`config.mk`:
```
export PLATFORM = sky130hd
export DESIGN_NAME = bus_arbiter
export DESIGN_NICKNAME = d
export VERILOG_FILES = /design/src/rtl/bus_arbiter.sv
export SDC_FILE = /design/constraint.sdc
export NUM_CORES = 1
export LEC_CHECK = 0
export ABC_AREA = 0
export CORE_MARGIN = 2
export CORE_UTILIZATION = 40
export CTS_CLUSTER_SIZE = 24
export DETAILED_ROUTE_END_ITERATION = 10
export PLACE_DENSITY = 0.77
export SYNTH_ARGS = -nofsm -noshare
export SYNTH_HDL_FRONTEND = slang
export SYNTH_SLANG_ARGS = --single-unit
```
`constraint.sdc`:
```
create_clock -name clk -period 3.1 [get_ports clk]
set_clock_uncertainty 0.2 [all_clocks]
set_input_delay 0.62 -clock clk [delete_from_list [all_inputs] [get_ports clk]]
set_output_delay 0.62 -clock clk [all_outputs]
set_load 0.005 [all_outputs]
```
`src/rtl/bus_arbiter.sv`:
```
// ============================================================================
//  Module   : bus_arbiter
//  Purpose  : Four-requester rotating-priority bus arbiter with a hold limit
//             and a shared 8-bit data bus multiplexer.
//  Revision : 1.0  initial release
// ============================================================================
`default_nettype none

module bus_arbiter #(
  parameter int MAX_HOLD = 4
) (
  input  logic       clk,
  input  logic       rst,
  input  logic [3:0] req,
  input  logic [7:0] d0,
  input  logic [7:0] d1,
  input  logic [7:0] d2,
  input  logic [7:0] d3,
  output logic [3:0] gnt,
  output logic [1:0] sel,
  output logic [7:0] bus,
  output logic       bus_valid
);

  localparam logic       c_IDLE      = 1'b0;
  localparam logic       c_GRANT     = 1'b1;
  localparam logic [3:0] c_HOLD_LAST = 4'(MAX_HOLD - 1);

  logic       r_state;
  logic [3:0] r_gnt;
  logic [1:0] r_sel;
  logic [1:0] r_ptr;
  logic [3:0] r_hold;

  logic       w_next_state;
  logic [3:0] w_next_gnt;
  logic [1:0] w_next_sel;
  logic [1:0] w_next_ptr;
  logic [3:0] w_next_hold;
  logic [2:0] w_pick_all;
  logic [2:0] w_pick_oth;

  // Returns {found, index} of the first set mask bit scanning ptr, ptr+1, ...
  function automatic logic [2:0] f_pick(input logic [3:0] i_mask, input logic [1:0] i_ptr);
    logic [1:0] w_idx;
    f_pick = 3'b000;
    for (int i = 3; i >= 0; i--) begin
      w_idx = i_ptr + 2'(i);
      if (i_mask[w_idx]) f_pick = {1'b1, w_idx};
    end
  endfunction

  always_ff @(posedge clk) begin
    if (rst) begin
      r_state <= c_IDLE;
      r_gnt   <= 4'b0000;
      r_sel   <= 2'b00;
      r_ptr   <= 2'b00;
      r_hold  <= 4'd0;
    end else begin
      r_state <= w_next_state;
      r_gnt   <= w_next_gnt;
      r_sel   <= w_next_sel;
      r_ptr   <= w_next_ptr;
      r_hold  <= w_next_hold;
    end
  end

  always_comb begin
    w_next_state = r_state;
    w_next_gnt   = r_gnt;
    w_next_sel   = r_sel;
    w_next_ptr   = r_ptr;
    w_next_hold  = r_hold;
    w_pick_all   = f_pick(req, r_ptr);
    // The current owner is masked out so a hold-limit rotation never re-picks it.
    w_pick_oth   = f_pick(req & ~r_gnt, r_ptr);

    case (r_state)
      c_IDLE: begin
        if (w_pick_all[2]) begin
          w_next_state = c_GRANT;
          w_next_gnt   = 4'b0001 << w_pick_all[1:0];
          w_next_sel   = w_pick_all[1:0];
          w_next_ptr   = w_pick_all[1:0] + 2'd1;
          w_next_hold  = 4'd0;
        end
      end
      default: begin
        if (!req[r_sel] || (r_hold == c_HOLD_LAST)) begin
          if (w_pick_oth[2]) begin
            w_next_gnt  = 4'b0001 << w_pick_oth[1:0];
            w_next_sel  = w_pick_oth[1:0];
            w_next_ptr  = w_pick_oth[1:0] + 2'd1;
            w_next_hold = 4'd0;
          end else if (!req[r_sel]) begin
            w_next_state = c_IDLE;
            w_next_gnt   = 4'b0000;
            w_next_sel   = 2'b00;
            w_next_hold  = 4'd0;
          end else begin
            w_next_hold = 4'd0;
          end
        end else begin
          w_next_hold = r_hold + 4'd1;
        end
      end
    endcase
  end

  always_comb begin
    gnt       = r_gnt;
    sel       = r_sel;
    bus_valid = |r_gnt;
    bus       = 8'h00;
    if (bus_valid) begin
      case (r_sel)
        2'd0:    bus = d0;
        2'd1:    bus = d1;
        2'd2:    bus = d2;
        default: bus = d3;
      endcase
    end
  end

endmodule

`default_nettype wire
```
Yosys cells after proc, flatten, opt, wreduce, memory -nomap -nowiden
Cells that the tools add are included.

word-level totals
  register bits after elaboration = 13
  input port bits = 38
  word-level logic and storage cells = 83
  output and inout bits = 15

operators by class
  shift-type cells = 2
  bitwise gates (word level) = 2
  equal/unequal tests = 6
  $lt $le $gt $ge = 5
  reductions and logical operators = 7
  $add $sub $neg = 6
  muxes and demuxes = 50

operator list
  operator             number
  $mux 4               8
  $mux 3               8
  $pmux 8 s3           1
  $bmux 1 s2           9
  $mux 2               9
  $lt 2x3->1 const B   5
  $mux 1               14
  $mux 8               1
  $shl 1x2->4 const A  2
  $add 2x1->2 const B  3
  $reduce_and 3->1     2
  $add 2x2->2 const B  2
  $add 4x1->4 const B  1
  $and 4x4->4          1
  $eq 4x2->1 const B   1
  $ne 2x1->1 const B   2
  $not 4->4            1
  $reduce_or 4->1      1
  $ne 3x3->1 const B   1
  $eq 2x1->1 const B   1
  $eq 2x2->1 const B   1
  $logic_not 2->1      1
  $reduce_bool 2->1    1
  $logic_not 1->1      1
  $logic_or 1x1->1     1

Longest topological paths before layout
  depth after elaboration = 12
  depth in mapped cells = 8
  mapped depth without buffers = 6

Worst setup path before layout
OpenSTA, ideal clock, no wires.

  path kind = input -> register
  from = input req[3]
  to = register r_gnt[2], in the netlist gnt[2]
  path slack = 423 ps
  arrival = 2,406 ps
  buffers on the path = 2
  cell stages on the path = 7
  required time = 2,829 ps
  cell sequence = buf_2 -> mux4_2 -> o211a_2 -> a211o_1 -> buf_6 -> or4b_1 -> a21oi_1

on the way
  cells in the longest elaborated chain, start to end = 11

RTL lines
  what                          RTL line  source
  start, declared               14        input logic [3:0] req,
  $and 4x4->4                   77        w_pick_oth = f_pick(req & ~r_gnt, r_ptr);
  $bmux 1 s2                    49        if (i_mask[w_idx]) f_pick = {1'b1, w_idx};
  $mux 1 (implied by the code)  49
  $mux 3 (4 in a row)           49
  $shl 1x2->4                   92        w_next_gnt = 4'b0001 << w_pick_oth[1:0];
  $mux 4                        91        if (w_pick_oth[2]) begin
  $mux 4                        90        if (!req[r_sel] || (r_hold == c_HOLD_LAST)) begin
  $mux 4                        79        case (r_state)
  end signal, assigned          62        r_gnt <= w_next_gnt;
  end, declared                 30        logic [3:0] r_gnt;

Several ways; a longest one is shown, not always the timed one. The select of a mux whose other input is x is not followed.
A chain may end at the register's enable or synchronous reset.

Worst setup path in the final report
  from = register r_sel[0], in the netlist sel[0]
  to = output bus[0]

on the way
  cells in the longest elaborated chain, start to end = 3

RTL lines
  what                                RTL line  source
  start, declared                     31        logic [1:0] r_sel;
  start signal, assigned              63        r_sel <= w_next_sel;
  $eq 2x2->1 (tied with other cells)  117       case (r_sel)
  $pmux 8 s3 *                        117
  $mux 8 *                            116       if (bus_valid) begin
  end, declared                       21        output logic [7:0] bus,

Every way passes the cells marked *; elsewhere a longest branch is shown, timed or not.

==> summary.txt <==
chip height = 58.9 µm
Worst setup EP type = primary output
sequential power share = 30.3%
slew at the pin with the worst max-slew slack = 572 ps
min-delay worst type = reg2reg
Slew headroom = 61.8%
starting density of the core = 42.9%
total grt overflow = 0
type of element launching the critical path = flip-flop
synthesized area per cell = 8.79 µm²
share of total power in the clock network = 11.8%
highest metal layer with signal wires = met4
post-synth net total = 176
non-filler instance count after layout = 226
# fillers = 254
Nets = 235
metal3 WL = 459 µm
Clk Tree Root Cell = clkbuf_4
CTS tree = done
final core occ = 65.2%
setup repair bufs after CTS = 0
DR vias = 1,335
antenna fix cells = 0
post-synthesis sequential area ratio = 21.6%
#FFs+latches synth = 13
total leakage power = 0.686 nW
width of the chip = 58.9 µm
Post-Layout Inst Area = 1830 µm²
number of port buffers = 52
Via-to-Cell Ratio = 5.91
level count of the clock H-tree = 1
Cells after Synth = 137
number of antenna violations at the first check in global routing = 0
number of setup violations in the final report = 0
via count of the first global-routing pass = 1,258
RSZ-0062 raised after global routing = false
Sw Pwr = 0.000305 W
number of nets with antenna violations after detailed routing = 0
number of hold-repair buffers added at the cts stage = 0
clock tree sinks = 13
post-detailed-routing wire length = 3.58 mm
clock period minus worst slack = 2970 ps
iteration count of the initial detailed-routing pass = 8
final cycle utilization of the critical path = 95.8%
met1 layer wirelength in the final routing = 1.35 mm
Switching Fraction = 35.4%
Detailed Place HPWL = 2.84 mm
internal power consumption = 0.000556 W
number of distinct library cell variants in the gate-level netlist after synthesis = 41
instance area at placement = 1800 µm²
global placement routability congestion = 0.951
number of ports placed on the die boundary = 53
FMAX = 337 MHz
core area = 2810 µm²
fraction of final layout cells sized beyond drive strength 1 = 10.8%
insertion delay to the later sink of the worst-skew pair = 270 ps
top library cells by usage in the layout, fill and taps aside = clkdlybuf4s50_1, dfxtp_1, buf_4
power per unit of standard cell area = 471 nW/µm²
post-detailed-route wirelength per cell = 15.8 µm
clock transition time at the flip-flop clock pins of the worst setup and hold paths = 70 ps
Setup Crit Path Kind = reg2out
most common cell after layout, fill and taps aside = clkdlybuf4s50_1
maximum number of pins on one net before global-route repair = 17
Worst Hold Margin = 298 ps
share of total power in combinational logic = 57.9%
post-synthesis to final-layout area growth = 51.9%
status = finished, violations left
row count = 19
final-report hold violation count = 0
cell area after technology mapping = 1200 µm²
Die ar. = 3460 µm²
failing checks = design-rule violations
number of buffers between clock root and the deepest sink = 2
worst voltage drop across the vdd grid = 0.269 mV
Detailed Route Iter0 Violations = 51
number of CTS-inserted buffers = 3
post-CTS resize count = 0
DRC = 10
detailed-routed wire length on met2 = 1.76 mm
Max Slew Vio Count = 0
number of warnings reported in the yosys synthesis log = 0
gr usage total = 21.2%
Total Negative Setup Slacks = 0 ps
placed insts = 222
global-route wire length before repair = 5.68 mm
reported max-cap violation count = 0
data arrival time of the critical path = 2150 ps
Crit path required time = 2280 ps
largest fanout on the critical path = 10
[routing by layer]
layer  global-route usage, %  vias up
li1                        -      643
met1                    24.8      625
met2                    38.4       63
met3                    6.81        4
met4                    2.92        0
met5                       0        -
[cell usage after synthesis (all sizes together)]
master | count | area share (%)
nor2b | 11 | 5.7
nand2b | 6 | 3.1
nor2 | 11 | 3.4
clkbuf | 6 | 1.9
dfxtp | 13 | 22
inv | 2 | 0.62
or4b | 1 | 0.83
mux4 | 10 | 21
o22a | 1 | 0.73
nor4 | 4 | 2.1
o31ai | 2 | 1.2
o21a | 2 | 1.2
and3b | 1 | 0.73
nor3b | 1 | 0.62
or2b | 1 | 0.62
a21oi | 12 | 5.0
mux2i | 6 | 5.0
a21o | 1 | 0.62
a221oi | 2 | 1.5
and2 | 1 | 0.62
o211ai | 2 | 1.2
o21bai | 1 | 0.62
o22ai | 2 | 1.0
a211oi | 2 | 1.2
nand2 | 10 | 3.1
a22o | 1 | 0.73
o21ai | 6 | 2.5
or3 | 2 | 1.0
a21boi | 1 | 0.62
a22oi | 1 | 0.62
ha | 1 | 1.0
nand3 | 1 | 0.42
buf | 5 | 3.0
nor3 | 5 | 2.1
nor4b | 1 | 0.73
a211o | 1 | 0.73
o211a | 1 | 0.83
[sequential cells by signal, indices dropped and copies added, names as in the netlist]
register	cells
r_ptr	2
r_hold	4
sel	2
gnt	4
r_state	1
[cells by family after synthesis]
logic type,Yosys count,share of synthesized area [%]
and+or+nand+nor,56,25.2
AOI/OAI and AO/OA,38,20.5
muxes,16,26.2
buffers and inverters,13,5.51
DFF,13,21.6
adders and majority gates,1,1.04
[final cells by class]
type,count,area (µm²),area share (%)
inverters,2,7.51,0.411
flip-flops and latches,13,260,14.2
clock buffers,4,26.3,1.44
multi-input cells,111,877,48.0
repair buffers,65,618,33.8
well taps,31,38.8,2.12
[power by group through the flow]
stage	combinational (W)	sequential [W]	clock, W
floorplan	0.000305	0.000214	0
global placement	0.000487	0.000261	0
detailed placement	0.000500	0.000265	0
CTS	0.000502	0.000260	0.000107
global route	0.000547	0.000267	0.000114
finish	0.000499	0.000261	0.000102
[critical path: stages (launching register included)]
cell and delay, ps:
dfxtp_1 650, mux4_1 640, nor2b_1 150, clkdlybuf4s50_1 440
[stage by stage]
| stage | setup slack [ps] | power [W] |
|---|---|---|
| after floorplan | 423 | 0.000519 |
| after global placement | 136 | 0.000748 |
| after detailed placement | 124 | 0.000764 |
| after CTS | 81.6 | 0.000869 |
| after global routing | 18.9 | 0.000928 |
| final | 129 | 0.000862 |
[worst paths after layout]
| kind | start | end | slack, ps | cells after the start |
|---|---|---|---|---|
| max | sel[0] | bus[0] | 130 | 3 |
| max reg2reg | sel[1] | gnt[2] | 470 | 5 |
| min reg2reg | r_hold[2] | r_hold[2] | 300 | 2 |
| min | r_hold[2] | r_hold[2] | 300 | 2 |
(Power assumes the default switching activity.)
